$ cat src/rtl/mem_seq_pkg.sv
`default_nettype none
// ============================================================================
//  Module      : mem_seq_pkg
//  Description : Shared encodings for the memory access sequencer: request
//                operation codes and sequencer state encodings.
//  Revision    : 1.0 - initial release
// ============================================================================
package mem_seq_pkg;

    // Default geometry of the byte-wide main memory path
    localparam int C_WIDTH      = 8;
    localparam int C_WIDTH_ADDR = 16;

    // Request operation codes presented by the core
    typedef enum logic [1:0] {
        OP_FETCH = 2'b00,
        OP_READ  = 2'b01,
        OP_WRITE = 2'b10,
        OP_NOP   = 2'b11
    } op_e;

    // Sequencer states
    typedef enum logic [1:0] {
        IDLE   = 2'd0,
        ACCESS = 2'd1,
        RESP   = 2'd2
    } state_e;

endpackage : mem_seq_pkg
`default_nettype wire

$ cat src/rtl/mem_access_seq_prog_counter.sv
`default_nettype none
// ============================================================================
//  Module      : prog_counter
//  Description : Program counter with parallel load, increment and natural
//                wrap from all-ones to zero. Load beats increment.
//  Revision    : 1.0 - initial release
// ============================================================================
module prog_counter #(
    parameter int                    WIDTH_ADDR = 16,
    parameter logic [WIDTH_ADDR-1:0] RESET_PC   = '0
) (
    input  logic                  clk,
    input  logic                  rst_n,
    input  logic                  load,
    input  logic [WIDTH_ADDR-1:0] load_val,
    input  logic                  inc,
    output logic [WIDTH_ADDR-1:0] pc
);

    localparam logic [WIDTH_ADDR-1:0] C_ONE = {{(WIDTH_ADDR-1){1'b0}}, 1'b1};

    logic [WIDTH_ADDR-1:0] pc_q;
    logic [WIDTH_ADDR-1:0] pc_d;

    // Next PC: an explicit load overrides a fetch increment in the same cycle
    always_comb begin
        pc_d = pc_q;
        if (load) begin
            pc_d = load_val;
        end else if (inc) begin
            pc_d = pc_q + C_ONE;
        end
    end

    // PC register, asynchronously returned to the reset vector
    always_ff @(posedge clk or negedge rst_n) begin
        if (!rst_n) begin
            pc_q <= RESET_PC;
        end else begin
            pc_q <= pc_d;
        end
    end

    assign pc = pc_q;

endmodule : prog_counter
`default_nettype wire

$ cat src/rtl/mem_access_seq.sv
`default_nettype none
// ============================================================================
//  Module      : mem_access_seq
//  Description : Upstream sequencer for the byte-wide main memory. Accepts
//                one fetch/read/write/nop request at a time, runs a single
//                ACCESS cycle against the memory, then holds the response
//                until the core consumes it.
//  Revision    : 1.0 - initial release
// ============================================================================
module mem_access_seq
    import mem_seq_pkg::*;
#(
    parameter int                    WIDTH      = 8,
    parameter int                    WIDTH_ADDR = 16,
    parameter logic [WIDTH_ADDR-1:0] RESET_PC   = '0
) (
    input  logic                  clk,
    input  logic                  rst_n,
    input  logic                  req_valid,
    output logic                  req_ready,
    input  logic [1:0]            req_op,
    input  logic [WIDTH_ADDR-1:0] req_addr,
    input  logic [WIDTH-1:0]      req_data,
    output logic                  rsp_valid,
    input  logic                  rsp_ready,
    output logic [WIDTH-1:0]      rsp_data,
    input  logic                  pc_load,
    input  logic [WIDTH_ADDR-1:0] pc_load_val,
    output logic [WIDTH_ADDR-1:0] pc,
    output logic [WIDTH_ADDR-1:0] mem_addr,
    output logic                  mem_bus_dir,
    output logic                  mem_load,
    output logic                  mem_assert_n,
    output logic [WIDTH-1:0]      mem_wdata,
    input  logic [WIDTH-1:0]      mem_rdata
);

    state_e                state_q,    state_d;
    op_e                   op_q,       op_d;
    logic [WIDTH_ADDR-1:0] addr_q,     addr_d;
    logic [WIDTH-1:0]      wdata_q,    wdata_d;
    logic [WIDTH-1:0]      rsp_data_q, rsp_data_d;

    logic                  w_req_ready;
    logic                  w_fetch_inc;
    logic [WIDTH_ADDR-1:0] w_pc;

    // A PC load in the same cycle blocks acceptance so a FETCH never latches a stale PC
    assign w_req_ready = (state_q == IDLE) && !pc_load;
    assign w_fetch_inc = (state_q == ACCESS) && (op_q == OP_FETCH);

    prog_counter #(
        .WIDTH_ADDR (WIDTH_ADDR),
        .RESET_PC   (RESET_PC)
    ) u_prog_counter (
        .clk      (clk),
        .rst_n    (rst_n),
        .load     (pc_load),
        .load_val (pc_load_val),
        .inc      (w_fetch_inc),
        .pc       (w_pc)
    );

    // Next-state and datapath capture: latch request at accept, capture result at end of ACCESS
    always_comb begin
        state_d    = state_q;
        op_d       = op_q;
        addr_d     = addr_q;
        wdata_d    = wdata_q;
        rsp_data_d = rsp_data_q;
        case (state_q)
            IDLE: begin
                if (req_valid && w_req_ready) begin
                    state_d = ACCESS;
                    op_d    = op_e'(req_op);
                    addr_d  = (op_e'(req_op) == OP_FETCH) ? w_pc : req_addr;
                    wdata_d = req_data;
                end
            end
            ACCESS: begin
                state_d = RESP;
                case (op_q)
                    OP_FETCH, OP_READ: rsp_data_d = mem_rdata;
                    OP_WRITE:          rsp_data_d = wdata_q;
                    default:           rsp_data_d = '0;
                endcase
            end
            RESP: begin
                if (rsp_ready) begin
                    state_d = IDLE;
                end
            end
            default: begin
                state_d = IDLE;
            end
        endcase
    end

    // State and datapath registers; reset abandons any in-flight access
    always_ff @(posedge clk or negedge rst_n) begin
        if (!rst_n) begin
            state_q    <= IDLE;
            op_q       <= OP_NOP;
            addr_q     <= '0;
            wdata_q    <= '0;
            rsp_data_q <= '0;
        end else begin
            state_q    <= state_d;
            op_q       <= op_d;
            addr_q     <= addr_d;
            wdata_q    <= wdata_d;
            rsp_data_q <= rsp_data_d;
        end
    end

    // Memory strobes decoded from registered state only, so request inputs can never glitch a write
    always_comb begin
        mem_bus_dir  = 1'b1;
        mem_load     = 1'b0;
        mem_assert_n = 1'b1;
        if (state_q == ACCESS) begin
            case (op_q)
                OP_FETCH, OP_READ: begin
                    mem_assert_n = 1'b0;
                end
                OP_WRITE: begin
                    mem_bus_dir = 1'b0;
                    mem_load    = 1'b1;
                end
                default: begin
                    mem_bus_dir  = 1'b1;
                end
            endcase
        end
    end

    assign req_ready = w_req_ready;
    assign rsp_valid = (state_q == RESP);
    assign rsp_data  = rsp_data_q;
    assign pc        = w_pc;
    assign mem_addr  = addr_q;
    assign mem_wdata = wdata_q;

endmodule : mem_access_seq
`default_nettype wire
$ cat config.mk
export PLATFORM = sky130hd
export DESIGN_NAME = mem_access_seq
export DESIGN_NICKNAME = d
export VERILOG_FILES = /design/src/rtl/mem_seq_pkg.sv /design/src/rtl/mem_access_seq_prog_counter.sv /design/src/rtl/mem_access_seq.sv
export SDC_FILE = /design/constraint.sdc
export NUM_CORES = 1
export LEC_CHECK = 0
export CAP_MARGIN = 20
export CORE_MARGIN = 4
export CORE_UTILIZATION = 43
export CTS_BUF_LIST = sky130_fd_sc_hd__clkbuf_16
export CTS_CLUSTER_SIZE = 30
export DETAILED_ROUTE_END_ITERATION = 16
export HOLD_SLACK_MARGIN = 0.03
export PLACE_DENSITY = 0.85
export SYNTH_ARGS = -nofsm -noshare
export SYNTH_HDL_FRONTEND = slang
export SYNTH_SLANG_ARGS = --single-unit
$ cat constraint.sdc
create_clock -name clk -period 2.5 [get_ports clk]
set_clock_uncertainty 0.1 [all_clocks]
set_input_delay 0.5 -clock clk [delete_from_list [all_inputs] [get_ports clk]]
set_output_delay 0.5 -clock clk [all_outputs]
set_load 0.05 [all_outputs]
# Word-level counts from Yosys, hierarchy flattened

Cells that the tools add are included.

Input bits: 55
Register bits: 52
Word-level logic and storage cells: 37

Reductions and logical operators: 11
Add/sub/neg operators: 1
Equality and inequality tests: 6
Mux-type cells: 13

Operators with widths:

| kind                  | count |
|---|---|
| $mux 16               | 3 |
| $add 16x1->16 const B | 1 |
| $pmux 8 s2            | 1 |
| $logic_not 2->1       | 3 |
| $mux 1                | 6 |
| $pmux 2 s3            | 1 |
| $eq 2x1->1 const B    | 2 |
| $eq 2x2->1 const B    | 2 |
| $mux 2                | 2 |
| $ne 2x1->1 const B    | 2 |
| $reduce_and 2->1      | 2 |
| $logic_and 1x1->1     | 3 |
| $reduce_bool 2->1     | 1 |
| $reduce_or 2->1       | 1 |
| $logic_not 1->1       | 1 |

# Depth between registers and ports, before layout

Gate-level depths: netlist of the first run.

Word-level depth: 5
Mapped depth: 6

# Cells and area by module

From an unflattened synthesis of the first run, not the netlist that was laid out.

Cell total of the unflattened synthesis: 246
Area total of the unflattened synthesis: 2560.0 µm²

Modules (own cells, without submodules):

| module         | instances | cells each | area each (µm²) |
|---|---|---|---|
| mem_access_seq | 1         | 147        | 1616.6 |
| prog_counter   | 1         | 99         | 943.4 |

# Least setup slack after synthesis of the first run

OpenSTA, ideal clock, no wires.

Kind: in2reg
Start: input port pc_load
End: register wdata_q[0] (netlist: mem_wdata[0])
Path buffers: 2
Stages on the path: 5
Setup slack: -398 ps
Data required time: 2275 ps
Setup time: 125 ps
Arrival time: 2673 ps
Cells stage by stage: nor3_1 and2_1 clkbuf_1 buf_2 mux2_2

Word-level cells in the longest chain between the ends: 4

RTL lines:

| what                              | RTL line              | text |
|---|---|---|
| from (decl)                       | mem_access_seq.sv:27  | `input logic pc_load,` |
| $logic_not 1->1                   | mem_access_seq.sv:49  | `assign w_req_ready = (state_q == IDLE) && !pc_load;` |
| $logic_and 1x1->1                 | mem_access_seq.sv:49  |  |
| $logic_and 1x1->1                 | mem_access_seq.sv:73  | `if (req_valid && w_req_ready) begin` |
| $reduce_and 2->1 (no source line) | -                     |  |
| to (signal assigned)              | mem_access_seq.sv:111 | `wdata_q <= wdata_d;` |
| to (decl)                         | mem_access_seq.sv:41  | `logic [WIDTH-1:0] wdata_q, wdata_d;` |

Every way passes these cells.
A chain may end at the register's enable or synchronous reset.

# Worst setup path in the final report of the first run

Start: register state_q[0]
End: output port rsp_valid

Word-level cells in the longest chain between the ends: 1

RTL lines:

| what                   | RTL line              | text |
|---|---|---|
| from (decl)            | mem_access_seq.sv:38  | `state_e state_q, state_d;` |
| from (signal assigned) | mem_access_seq.sv:108 | `state_q <= state_d;` |
| $eq 2x2->1             | mem_access_seq.sv:138 | `assign rsp_valid = (state_q == RESP);` |
| to (decl)              | mem_access_seq.sv:24  | `output logic rsp_valid,` |

Every way passes these cells.

==> results of run 1 <==
synth_stat cells, types with 3 or more instances:
library cell and n:
mux2_2 11, buf_2 3, clkbuf_1 10, nand2b_1 5, nor2_1 18, nor2b_1 10
nand4_1 4, nor3_1 3, a21oi_1 24, mux2i_1 18, nand2_1 27, dfrtp_1 50
inv_1 6, o21ai_0 17, nand3_1 3, xnor2_1 10, nor4_1 4, o21ai_1 4
sequential cells by signal, indices dropped and copies added (netlist names):
register and cells:
state_q 2, rsp_data 8, op_q 2, mem_wdata 8, u_prog_counter.pc 16, mem_addr 16
area by class of cell:
cell class	instances	area (um2)	area share
clock buffer	5	125.1	0.03206
clock inverter	3	42.54	0.01090
inverter	6	22.52	0.005771
multi-input combinational	179	1157	0.2966
sequential	52	1304	0.3341
tap	72	90.09	0.02308
timing repair buffer	116	1161	0.2975
per-stage QoR:
| step | util | worst slack, ns | total power, uW | area [um2] | hold WS (ns) |
|---|---|---|---|---|---|
| after floorplan | - | 0.08062 | 2160 | 2545 | 0.1044 |
| after global placement | 0.6660 | 0.3398 | 2749 | 3735 | 0.3640 |
| after detailed placement | 0.6660 | 0.2822 | 2782 | 3735 | 0.3756 |
| after CTS | 0.6959 | 0.1436 | 3557 | 3902 | 0.2450 |
| after global routing | 0.6959 | 0.1020 | 3698 | 3902 | 0.2915 |
| final | 0.6959 | 0.1533 | 3525 | 3902 | 0.2105 |
path summary, 6_finish.rpt:
path,startpoint,endpoint,cells past startpoint,slack (ns)
setup / recovery,state_q[0],rsp_valid,3,0.15
hold / removal,rst_n,mem_wdata[1],2,0.21
setup reg to reg,op_q[1],u_prog_counter.pc[13],4,0.31
hold reg to reg,rsp_data[6],rsp_data[6],2,0.38
max in group asynchronous,rst_n,mem_addr[14],2,1.63
min in group clk,rsp_data[6],rsp_data[6],2,0.38
routing by layer:
layer  global-route usage  vias to the layer above  wire [um]
met3              0.03398                        8        321
li1                     -                     1091          -
met1               0.2576                     1066       2978
met2               0.3480                       80       3599
met4              0.05899                        0        120
met5                    0                        -          0
worst max-delay path, cell delays in order (launching register included):
cell and delay (ns):
dfrtp_1 0.42, nand2b_1 0.17, inv_1 0.06, clkdlybuf4s50_1 0.81
cell usage in the layout (no fill, tap or decap), types with 2 or more instances in the layout:
cell               n
dfstp_2            2
o21ai_1            4
xnor2_1           10
nand4_1            4
nor4_2             2
mux2i_1           18
buf_4             10
o31a_1             2
nand2b_1           5
dfrtp_1           50
buf_12             3
o21ai_0           17
nor2b_1           10
or2_2              2
nand2_1           27
nor4_1             4
inv_1              6
xor2_1             2
nor3_2             3
nor3_1             2
nand3_1            3
nor2_1            17
clkbuf_16          5
clkdlybuf4s50_1  102
mux2_2            11
a21oi_1           24
power by group:
group	internal (uW)	leakage, uW	total [uW]	switching [uW]
clock network	470	0.0000814	763	293
logic	566	0.000863	1550	979
registers	1040	0.000608	1220	173
kinds of logic (layout without fill, tap and decap cells):
logic type,Yosys count,in the layout,share of synthesized area
muxes,29,29,0.1197
adders and majority gates,1,1,0.004925
buffers and inverters,20,130,0.03399
and+or+nand+nor,87,87,0.1823
xor gates and xnor gates,12,12,0.04138
AOI/OAI and AO/OA,50,50,0.1044
DFF,52,52,0.5133
==> reports/results.ini, run 1 <==
[run_status]
status=complete, no violations

[drt]
postRouteAntennaNets=0
routedWlPerCell_um=16.21
num_vias=2245
wl_um=7019
post_drt_via_cell_ratio=5.185
drtIter0Drc=87
dr.pass1.iters=6
drc=0

[global_route]
grt_overflow=0
grt_max_degree=53
grt_usage=0.2006
grt_pass1_vias=2286
antenna_found_initial=0
grt_pass1_wl_um=11500

[yosys]
syn_inst=251
ys_async_sr_fraction=1.000
syn_area_per_cell_um2=10.12
dominantRegCellSynth=dfrtp_1
synth_warnings=0
synth_area_leaders=dfrtp_1 49%, mux2i_1 7.1%, mux2_2 4.9%
synth_edf_count=0
ys_types=36
ys_seq_elements=52
yosys.area.top_type=dfrtp_1
yosysSeqAreaShare=0.5133
synth_top_area_frac=0.4926
syn_nets=307
synthesis.area_um2=2540

[cts]
clock-root-buffer=clkbuf_16
cts.path.max_buffers=2
hold_buffers=0
cts_resized=0
cts.clk_slew.worst_paths_ns=0.07
post_cts_buffers=0
htreeDepth=2
clk_latency_ns=0.28
numCtsBuffers=5
cts_tree=done
cts_num_sinks=52

[critical_path]
path_max_fanout=5
worstSetupPathType=register to output port
start_kind=register
end_kind=output port
worstPathRequired_ns=1.90
crit_arrival_ns=1.75

[timing]
hold_viol=0
final_max_slew_viol_count=0
setup_viol=0
fmax_mhz=426.1
finalCriticalPeriod_ns=2.347
rsz0062_at_grt=false
finalSetupTns_ns=0
period_share=0.9387
worst_pin_slew_ns=0.6541
relSlewSlack=0.5639

[die]
dieArea_um2=7200
rows=27
die_w_um=84.86
start_util=0.4529
chipHeight_um=84.86
coreArea_um2=5608
pin_count=108

[pwr]
leakage_uw=0.001553
ir_drop_v=0.0005737
power_density_nw_per_um2=903.3

[place]
place.gp.congestion=0.8297
dp_cells=425
port_buffers=107
hpwl_um=5302

[cells_and_area]
layout.nets=416
final_cells=433
antennaDiodeCount=0
nFillCells=445
drive_gt1_frac=0.1191
area_growth_pct=53.65

[job]
timing.max_cap.violations=0

[min_path]
holdCritPathClass=primary input to asynchronous set/reset pin

No activity file was read; power rests on OpenSTA's default activity.
==> run 2, diff against run 1 <==
GPL_TIMING_DRIVEN = 0   (was unset)
TNS_END_PERCENT = 10   (was unset)
==> reports/results.ini, run 2 (synthesis results as in run 1) <==
[timing]
finalSetupTns_ns=0
hold_viol=0
fmax_mhz=400.8
period_share=0.9980
relSlewSlack=0.2881
setup_viol=0
holdWs_ns=0.1182
finalCriticalPeriod_ns=2.495
final_max_slew_viol_count=0
rsz0062_at_grt=true
worst_pin_slew_ns=1.053

[cells_and_area]
drive_gt1_frac=0.1063
area_growth_pct=53.15
layout.nets=422
final_cells=439
final_cell_mix=102 x clkdlybuf4s50_1, 50 x dfrtp_1, 27 x nand2_1, 24 x a21oi_1
final_common_cell=clkdlybuf4s50_1
antennaDiodeCount=0

[pwr]
ir_drop_v=0.0005013
power_density_nw_per_um2=905.5
leakage_uw=0.001551

[drt]
drtIter0Drc=91
dr.pass1.iters=4
routedWlPerCell_um=16.63
post_drt_via_cell_ratio=5.319
num_vias=2335
wl_um=7300
postRouteAntennaNets=0
drc=0

[critical_path]
rrSetupSlack_ns=0.41
start_kind=primary input
r2r_start=state_q[1]
worstPathRequired_ns=1.90
worstSetupPathType=primary input to output port
path_max_fanout=6
reg2reg_to=u_prog_counter.pc[13]
critPathCapture=req_ready
reg2regPathDepth=5
crit_start=pc_load
crit_arrival_ns=1.90
end_kind=output port

[cts]
cts_tree=done
cts.clk_slew.worst_paths_ns=0.07
cts_num_sinks=52
post_cts_buffers=0
cts_resized=10
clock-root-buffer=clkbuf_16
cts.path.max_buffers=2
numCtsBuffers=5
clk_latency_ns=0.29
hold_buffers=0
htreeDepth=2

[die]
rows=27
chipHeight_um=84.86
dieArea_um2=7200
coreArea_um2=5608
pin_count=108
die_w_um=84.86
start_util=0.4529

[global_route]
grt_pass1_vias=2391
grt_pass1_wl_um=12140
grt_overflow=0
grt_usage=0.2092
antenna_found_initial=0
grt_max_degree=28

[min_path]
holdCritPathClass=primary input to asynchronous set/reset pin

[place]
place.gp.congestion=0.8115
hpwl_um=5575
dp_cells=431
port_buffers=107

[run_status]
status=complete, no violations

[job]
timing.max_cap.violations=0

-- run 2: worst min path at each step --
stage | start | endpoint | slack, ns | cells past startpoint
2_1_floorplan | rst_n | mem_addr[0] | 0.10 | 0
3_3_place_gp | rsp_data[3] | rsp_data[3] | 0.36 | 2
3_5_place_dp | rsp_data[0] | rsp_data[0] | 0.37 | 2
4_1_cts | rst_n | rsp_data[1] | 0.14 | 1
5_1_grt | rst_n | rsp_data[1] | 0.18 | 1
6_report | rst_n | rsp_data[1] | 0.12 | 1
-- run 2: per-stage QoR --
| step | setup slack (ns) | instance area (um2) | util | power [uW] |
|---|---|---|---|---|
| after floorplan | 0.08062 | 2545 | - | 2160 |
| after global placement | -0.6831 | 3706 | 0.6609 | 2736 |
| after detailed placement | -0.2441 | 3721 | 0.6635 | 2769 |
| after CTS | 0.002148 | 3891 | 0.6939 | 3546 |
| after global routing | -0.07073 | 3890 | 0.6937 | 3677 |
| final | 0.004916 | 3890 | 0.6937 | 3523 |
-- run 2: cell type report --
type	instances	area, um2
multi-input combinational	179	1155
timing repair buffer	108	1082
sequential	52	1304
buffer	14	68.82
clock inverter	3	42.54
clock buffer	5	125.1
fill	462	1718
tap	72	90.09
inverter	6	22.52
-- run 2: per-layer routing --
layer,GRT usage,vias up,part of all wire
met3,0.03495,7,0.050
met4,0.05612,0,0.011
li1,-,1101,-
met1,0.2670,1149,0.43
met2,0.3680,78,0.51
met5,0,-,0
-- run 2: critical path: stages --
cell	delay (ns)
clkdlybuf4s50_1	0.56
nor3_2	0.27
dlygate4sd2_1	0.57
-- run 2: power by group --
| part | internal (uW) | leakage, uW | total (uW) | switching (uW) |
|---|---|---|---|---|
| sequential | 1040 | 0.000608 | 1200 | 157 |
| clock | 472 | 0.0000856 | 773 | 300 |
| combinational | 553 | 0.000857 | 1550 | 997 |
| total | 2070 | 0.00155 | 3520 | 1450 |
==> run 3, diff against run 2 <==
CORE_MARGIN = unset   (was 4)
==> reports/results.ini, run 3 (synthesis results as in run 1) <==
[run_status]
status=complete, no violations

[pwr]
p_seq_frac=0.351
ir_drop_v=0.0005610
p_int_uw=1962
power.switching_uw=1452
p_sw_frac=0.4253
power_density_nw_per_um2=884.1
leakage_uw=0.001526
p_comb_frac=0.452
pwr-share-clk=0.197

[cts]
htreeDepth=2
cts.path.max_buffers=2
clock-root-buffer=clkbuf_16
cts_num_sinks=52
cts_tree=done
post_cts_buffers=0
numCtsBuffers=5
clk_latency_ns=0.29
hold_buffers=0
cts.clk_slew.worst_paths_ns=0.07

[global_route]
grt_pass1_vias=2300
grt_usage=0.2340
grt_max_degree=28
antenna_found_initial=0
grt_pass1_wl_um=11230
grt_overflow=0

[cells_and_area]
antennaDiodeCount=0
area_growth_pct=52.07
final_area_um2=3862
drive_gt1_frac=0.1035
final_cell_mix=102 x clkdlybuf4s50_1, 50 x dfrtp_1, 27 x nand2_1, 24 x a21oi_1
layout.nets=422
final_cells=439
final_common_cell=clkdlybuf4s50_1

[drt]
post_drt_via_cell_ratio=5.173
drtIter0Drc=131
routedWlPerCell_um=15.77
drc=0
postRouteAntennaNets=0
num_vias=2271
dr.pass1.iters=4
wl_um=6923

[place]
port_buffers=107
hpwl_um=5136
dp_cells=431
dpl-instance-area_um2=3721
place.gp.congestion=0.7933

[critical_path]
worstSetupPathType=primary input to output port
path_max_fanout=6
crit_start=pc_load
worstPathRequired_ns=1.90
path_cells=clkdlybuf4s50_1, nor3_2, dlygate4sd2_1
max_stage_delay_ns=0.55
r2r_start=state_q[1]
crit_arrival_ns=1.87
rrSetupSlack_ns=0.37
start_kind=primary input
crit_slowest_cell=dlygate4sd2_1
end_kind=output port

[timing]
setup_viol=0
fmax_mhz=405.4
finalCriticalPeriod_ns=2.467
relSlewSlack=0.2551
rsz0062_at_grt=true
final_max_slew_viol_count=0
period_share=0.9866
worst_pin_slew_ns=1.102
hold_viol=0

[die]
start_util=0.4529
rows=27
die_w_um=78.86
coreArea_um2=5608
chipHeight_um=78.86
pin_count=108
dieArea_um2=6218

[job]
timing.max_cap.violations=0

[min_path]
holdCritPathClass=primary input to asynchronous set/reset pin

-- run 3: cell types whose count changed in the layout (fill, tap and decap cells not counted) --
cell	delta
bufinv_16	-1
inv_1	-1
buf_2	+1
clkbuf_2	-1
clkinvlp_4	+2
clkinv_1	+1
clkbuf_1	+1
clkbuf_4	-1
inv_6	-1
-- run 3: power groups by stage --
stage	Clock [uW]	Sequential [uW]	Combinational, uW
floorplan	0	1830	328
global placement	0	1200	1530
detailed placement	0	1210	1550
CTS	686	1200	1550
global route	723	1220	1620
finish	673	1200	1540
-- run 3: worst max-delay path: cells and delay by family --
kind	cells	cell delay [ns]
and+or+nand+nor	1	0.28
buffers and inverters	2	1.09
-- run 3: routing by layer --
metal	up-vias	track usage	wire [um]
li1	1097	-	-
met1	1099	0.3048	3020
met2	71	0.4026	3502
met3	4	0.04138	346
met4	0	0.06000	53
met5	-	0	0
-- run 3: final timing paths --
| path | end | cells after the start |
|---|---|---|
| max | req_ready | 3 |
| min | rsp_data[5] | 1 |
| max reg2reg | u_prog_counter.pc[2] | 4 |
| min reg2reg | rsp_data[3] | 2 |
| max in group asynchronous | u_prog_counter.pc[12] | 2 |
| min in group clk | rsp_data[3] | 2 |
-- run 3: what timing repair did --
action,CTS,global route
endpoints found under the setup margin,4,5
resized for setup,8,4
hold endpoints to repair,0,0
pin swaps,0,0
-- run 3: stage by stage --
step / total power [uW] / TNS, ns / setup slack [ns] / util / hold WS (ns)
2_1_floorplan: 2160 / 0 / 0.08062 / - / 0.1044
3_3_place_gp: 2726 / -38.16 / -0.7028 / 0.6609 / 0.3644
3_5_place_dp: 2760 / -3.939 / -0.2658 / 0.6635 / 0.3715
4_1_cts: 3437 / 0 / 0.001850 / 0.6892 / 0.1367
5_1_grt: 3567 / -0.08124 / -0.03805 / 0.6888 / 0.1446
6_report: 3415 / 0 / 0.03350 / 0.6888 / 0.1160
-- run 3: layout make-up --
type,instances,area (um2)
fill,454,1745
buffer,14,65.06
sequential,52,1304
clock buffer,5,125.1
timing repair buffer,108,1082
multi-input combinational,179,1155
tap,72,90.09
inverter,6,22.52
clock inverter,3,18.77
